[config.mk]
export PLATFORM = sky130hd
export DESIGN_NAME = ram_loader
export DESIGN_NICKNAME = d
export VERILOG_FILES = /design/src/rtl/ram_loader.sv
export SDC_FILE = /design/constraint.sdc
export NUM_CORES = 1
export LEC_CHECK = 0
export ABC_AREA = 0
export BUFFER_PORTS_ARGS = -buffer_cell sky130_fd_sc_hd__buf_2
export CAP_MARGIN = 20
export CELL_PAD_IN_SITES_DETAIL_PLACEMENT = 0
export CELL_PAD_IN_SITES_GLOBAL_PLACEMENT = 2
export CORE_ASPECT_RATIO = 0.7
export CORE_UTILIZATION = 32
export DETAILED_ROUTE_END_ITERATION = 7
export HOLD_SLACK_MARGIN = 0.05
export PLACE_DENSITY = 0.82
export SLEW_MARGIN = 10
export SYNTH_ARGS = -nofsm -noshare
export SYNTH_HDL_FRONTEND = slang
export SYNTH_SLANG_ARGS = --single-unit
export TNS_END_PERCENT = 10
[constraint.sdc]
create_clock -name clk -period 2.72 [get_ports clk]
set_clock_uncertainty 0.05 [all_clocks]
set_input_delay 0.816 -clock clk [delete_from_list [all_inputs] [get_ports clk]]
set_output_delay 0.816 -clock clk [all_outputs]
set_load 0.02 [all_outputs]
[src/rtl/ram_loader.sv]
// ram_loader
//   Boot-time image loader for the synchronous-read `ram` block. It takes a
//   byte stream over valid/ready and writes it to consecutive addresses from
//   a programmable base. It then reads the same region back and compares a
//   read-side sum against the write-side sum, so a bad image is flagged
//   before the core leaves boot.
//
// Ports
//   clk, rst_n      rising-edge clock, synchronous active-low reset
//   start           load request, honoured only in IDLE
//   base_addr       first RAM address, captured on accepted start
//   length          word count 0..2^ADDRESS_BITS, captured on accepted start
//   in_valid/in_data/in_ready   byte-stream handshake
//   mem_enable, mem_address, mem_data_in   registered RAM write/read port
//   mem_data_out    RAM read data, one cycle after the address is sampled
//   busy            high outside IDLE
//   done            one-cycle completion pulse
//   error           read-back sum differs from write sum (valid with done)
//   checksum        write-side sum modulo 2^DATA_BITS
//
// state  | meaning
// IDLE   | waiting for start
// WRITE  | accepting stream words, one RAM write per accepted word
// VERIFY | issuing read-back addresses and summing returned words
// DONE   | one cycle; done pulses, error/checksum updated

module ram_loader #(
  parameter int ADDRESS_BITS = 6,
  parameter int DATA_BITS    = 8
) (
  input  logic                    clk,
  input  logic                    rst_n,
  input  logic                    start,
  input  logic [ADDRESS_BITS-1:0] base_addr,
  input  logic [ADDRESS_BITS:0]   length,
  input  logic                    in_valid,
  input  logic [DATA_BITS-1:0]    in_data,
  output logic                    in_ready,
  output logic                    mem_enable,
  output logic [ADDRESS_BITS-1:0] mem_address,
  output logic [DATA_BITS-1:0]    mem_data_in,
  input  logic [DATA_BITS-1:0]    mem_data_out,
  output logic                    busy,
  output logic                    done,
  output logic                    error,
  output logic [DATA_BITS-1:0]    checksum
);

  localparam int CW = ADDRESS_BITS + 1;

  localparam logic [1:0] S_IDLE   = 2'd0;
  localparam logic [1:0] S_WRITE  = 2'd1;
  localparam logic [1:0] S_VERIFY = 2'd2;
  localparam logic [1:0] S_DONE   = 2'd3;

  logic [1:0]              state;
  logic [ADDRESS_BITS-1:0] base;
  logic [CW-1:0]           len;
  logic [CW-1:0]           idx;      // words accepted so far
  logic [CW-1:0]           rd_idx;   // read addresses issued so far
  logic [CW-1:0]           smp_idx;  // read words summed so far
  logic [DATA_BITS-1:0]    wsum;
  logic [DATA_BITS-1:0]    rsum;
  logic [DATA_BITS-1:0]    cap;
  logic                    p0, p1, p2;
  logic                    accept;
  logic [DATA_BITS-1:0]    rsum_next;

  assign in_ready  = (state == S_WRITE) && (idx < len);
  assign accept    = in_valid && in_ready;
  assign busy      = (state != S_IDLE);
  assign rsum_next = rsum + cap;

  // Read-back pipeline: p0 marks a read address on mem_address, p1 the cycle
  // the RAM samples it, p2 the cycle its word sits in cap. The word is
  // summed one edge later, three edges after the address was registered.
  always_ff @(posedge clk) begin
    if (!rst_n) begin
      state       <= S_IDLE;
      base        <= '0;
      len         <= '0;
      idx         <= '0;
      rd_idx      <= '0;
      smp_idx     <= '0;
      wsum        <= '0;
      rsum        <= '0;
      cap         <= '0;
      p0          <= 1'b0;
      p1          <= 1'b0;
      p2          <= 1'b0;
      mem_enable  <= 1'b0;
      mem_address <= '0;
      mem_data_in <= '0;
      done        <= 1'b0;
      error       <= 1'b0;
      checksum    <= '0;
    end else begin
      mem_enable <= 1'b0;
      done       <= 1'b0;
      p0         <= 1'b0;
      p1         <= p0;
      p2         <= p1;
      cap        <= mem_data_out;

      case (state)
        S_IDLE: begin
          if (start) begin
            base     <= base_addr;
            len      <= length;
            idx      <= '0;
            rd_idx   <= '0;
            smp_idx  <= '0;
            wsum     <= '0;
            rsum     <= '0;
            error    <= 1'b0;
            checksum <= '0;
            if (length == '0) begin
              // Empty image: sums are both zero, so complete immediately.
              state <= S_DONE;
              done  <= 1'b1;
            end else begin
              state <= S_WRITE;
            end
          end
        end

        S_WRITE: begin
          if (accept) begin
            mem_enable  <= 1'b1;
            mem_address <= base + idx[ADDRESS_BITS-1:0];
            mem_data_in <= in_data;
            wsum        <= wsum + in_data;
            idx         <= idx + CW'(1);
            if (idx + CW'(1) == len) state <= S_VERIFY;
          end
        end

        S_VERIFY: begin
          // The first VERIFY cycle carries the final write strobe, so the
          // first read address lands on the following cycle.
          if (rd_idx < len) begin
            mem_address <= base + rd_idx[ADDRESS_BITS-1:0];
            rd_idx      <= rd_idx + CW'(1);
            p0          <= 1'b1;
          end
          if (p2) begin
            rsum    <= rsum_next;
            smp_idx <= smp_idx + CW'(1);
            if (smp_idx + CW'(1) == len) begin
              state    <= S_DONE;
              done     <= 1'b1;
              error    <= (rsum_next != wsum);
              checksum <= wsum;
            end
          end
        end

        S_DONE: begin
          state <= S_IDLE;
        end

        default: begin
          state <= S_IDLE;
        end
      endcase
    end
  end

endmodule

==> impl_metrics.env <==
export IMPL_viasPerCell=5.05
export IMPL_fin_crit_sh_pct=98.1
export IMPL_slew_violations=0
export IMPL_hpwl_um=9990
export IMPL_grt_pass1_vias=4147
export IMPL_drc=0
export IMPL_grt_pass1_wl_um=21800
export IMPL_relSlewSlack_pct=63.6
export IMPL_syn2layout_area_growth_pct=20.9
export IMPL_holdWs_ps=384
export IMPL_fin_ws_ps=50.4
export IMPL_crit_chain="inv_2 > ha_4 > o21ai_1 > a21oi_1 > o21ai_2 > buf_4 > and2_4 > buf_6"
export IMPL_status="finished clean"
export IMPL_synth_top_flop_cell="dfxtp_1"
export IMPL_clkSlewWorstSetupHoldPaths_ps=70
export IMPL_antenna_cells=0
export IMPL_placement_cell_area_sq_um=5660
export IMPL_startpoint_type="register"
export IMPL_core_area_sq_um=15000
export IMPL_crit_start="len[4]$_SDFFE_PN0P_"
export IMPL_fin_area_sq_um=6020
export IMPL_first_pass_iters=4
export IMPL_ys_seq_area_share_pct=35.4
export IMPL_start_util_pct=33.3
export IMPL_fp_dieArea_sq_um=16100
export IMPL_place_congestion=0.861
export IMPL_rr_endpoint="error$_SDFFE_PN0P_"
export IMPL_synth_warnings=0
export IMPL_arrival_ps=1800
export IMPL_num_rows=37
export IMPL_setup_viol=0
export IMPL_period_needed_ps=2670
export IMPL_reg2reg_depth=9
export IMPL_post_route_cells_drive_above_1_share_pct=20.8
export IMPL_holdPathEnd="p2$_SDFF_PN0_"
export IMPL_synthesis_nets=655
export IMPL_synth_distinct_cells=59
export IMPL_antenna_found_initial=0
export IMPL_ir_drop_mv=0.261
export IMPL_ant_nets=0
export IMPL_numCtsBuffers=9
export IMPL_cts_tree="yes"
export IMPL_max_clock_freq_mhz=375
export IMPL_min_path_cells=1
export IMPL_crit_family="flip-flops"
export IMPL_io_pins=60
export IMPL_use_met1_pct=27.0
export IMPL_cp_num_buf_inv=3
export IMPL_cts_path_max_buffers=2
export IMPL_p_total_mw=4.03
export IMPL_wl_per_cell_um=15.4
export IMPL_finalHoldViolations=0
export IMPL_grt_ovfl_total=0
export IMPL_worst_pin_slew_ps=546
export IMPL_root_buffer="clkbuf_16"
export IMPL_fillCellCount=1496
export IMPL_r2r_slack_ps=250
export IMPL_hold_buffers=0
export IMPL_async_flop_share_pct=0
export IMPL_cp_max_fo=6
export IMPL_synth_seq_cells=88
export IMPL_grt_max_degree=35
export IMPL_synth_enable_flop_cells=0
export IMPL_slowest_delay_ps=390
export IMPL_port_buffers=59
export IMPL_utilization_pct=40.3
export IMPL_critical_path_class="register to output pin"
export IMPL_critPathRequiredTime_ps=1850
export IMPL_dp_slack_ps=-26.7
export IMPL_wl_um=13300
export IMPL_grtUsageMet3_pct=3.43
export IMPL_cpMaxStageDelayCell="dfxtp_4"
export IMPL_cts_htree_levels=3
export IMPL_syn_inst=581
export IMPL_p_leak_nw=2.66
export IMPL_cp_end_kind="output pin"
export IMPL_min_path_type="register to register"
export IMPL_insertion_delay_ps=340
export IMPL_hp_start="p1$_SDFF_PN0_"
export IMPL_die_y_um=106
export IMPL_fin_nets=735
export IMPL_cts_sinks=88
export IMPL_synth_area_sq_um=4980
export IMPL_syn_area_per_cell_sq_um=8.57
export IMPL_grt_busiest_layer="met1"
export IMPL_vias=4347
export IMPL_worstReg2RegStart="rsum[0]$_SDFFE_PN0P_"
export IMPL_rsz0062_at_grt="yes"
export IMPL_track_usage_pct=17.6
export IMPL_use_met2_pct=24.2
export IMPL_p_per_area_nw_per_um2=669
export IMPL_drv_cap=0
export IMPL_die_w_um=151
export IMPL_dr_first_iter_drc_count=259
==> cell usage after synthesis (all sizes together) (10+ instances only) <==
master  instances  area share (%)
a21oi          45             4.5
a22o           10             1.8
a22oi          10             1.5
and2           17             2.1
clkbuf         22             1.7
dfxtp          88              35
ha             38             9.6
inv            18             1.4
mux2i          22             4.4
nand2          72             5.5
nand3          21             2.1
nor2           49             3.7
o21ai          23             2.4
xnor2          30             5.3
xor2           12             2.1
==> kinds of logic after synthesis <==
logic type                 after synthesis  synth area share [%]
xor gates and xnor gates                42                  7.39
DFF                                     88                  35.4
adders and majority gates               41                  10.8
buffers and inverters                   44                  3.44
AOI/OAI and AO/OA                      129                  17.0
and+or+nand+nor                        210                  20.5
muxes                                   27                  5.55
==> where the power goes <==
group,switching (mW),internal [mW]
logic,0.780,0.526
registers,0.0775,1.38
clock network,0.529,0.736
==> per-stage QoR <==
stage                     std cells  setup TNS [ps]
after global placement          842           -40.5
after detailed placement        842           -26.7
final                           860               0
after floorplan                 581               0
after CTS                       857               0
after global routing            860           -33.8
==> layout make-up <==
type / instances / area (sq um) / share of cell area, %
multi-input combinational: 449 / 3070 / 50.9
sequential: 88 / 1770 / 29.4
timing repair buffer: 95 / 572 / 9.50
tap: 195 / 244 / 4.05
clock buffer: 11 / 243 / 4.03
inverter: 18 / 67.6 / 1.12
clock inverter: 4 / 55.1 / 0.914
==> layout by cell type, fill, tap and decap left out, types with 5 or more instances in the layout <==
cell type	netlist	layout
a21o_1	7	7
mux2_2	5	5
xnor2_1	30	30
clkbuf_16	0	9
a21oi_1	45	45
xor2_1	12	12
a22oi_1	10	10
buf_2	2	58
inv_1	17	14
buf_4	1	36
nand2b_1	8	8
nand4_1	5	5
nor2_1	49	49
mux2i_1	22	22
and3_1	5	5
o21a_1	5	5
and2_1	16	15
nand3b_1	5	5
dfxtp_1	88	83
ha_1	38	36
nand2_1	71	71
nand3_1	21	21
nor3_1	5	5
o21ai_0	22	19
a22o_1	10	10
==> worst max path at each step <==
stage | end | slack, ps | depth (start not counted)
finish | in_ready | 50 | 8
global route | in_ready | -30 | 8
CTS | in_ready | 10 | 8
detailed placement | wsum[7]$_SDFFE_PN0P_ | -30 | 9
global placement | wsum[7]$_SDFFE_PN0P_ | -40 | 9
floorplan | mem_address[5]$_SDFFE_PN0P_ | 4 | 12
==> layer usage <==
metal / share of wire [%] / routed length, um
met3: 5.1 / 674
met2: 39 / 5240
met5: 0 / 0
met1: 54 / 7200
met4: 1.2 / 158
==> repair_timing <==
item / CTS / global route
endpoints found under the setup margin: 1 / 2
endpoints found under the hold margin: 0 / 0
gates resized for setup: 7 / 12
pin swaps: 0 / 2
cloned: 0 / 0
buffers inserted: 0 / 3
==> state kept, by name, summed over array words and instances, names as in the netlist <==
signal / cells
idx: 7
len: 7
mem_data_in: 8
smp_idx: 7
done: 1
rd_idx: 7
p0: 1
mem_address: 6
base: 6
wsum: 8
p2: 1
state: 2
mem_enable: 1
error: 1
p1: 1
cap: 8
rsum: 8
checksum: 8
Note: power is estimated with default switching activity, not from simulation.
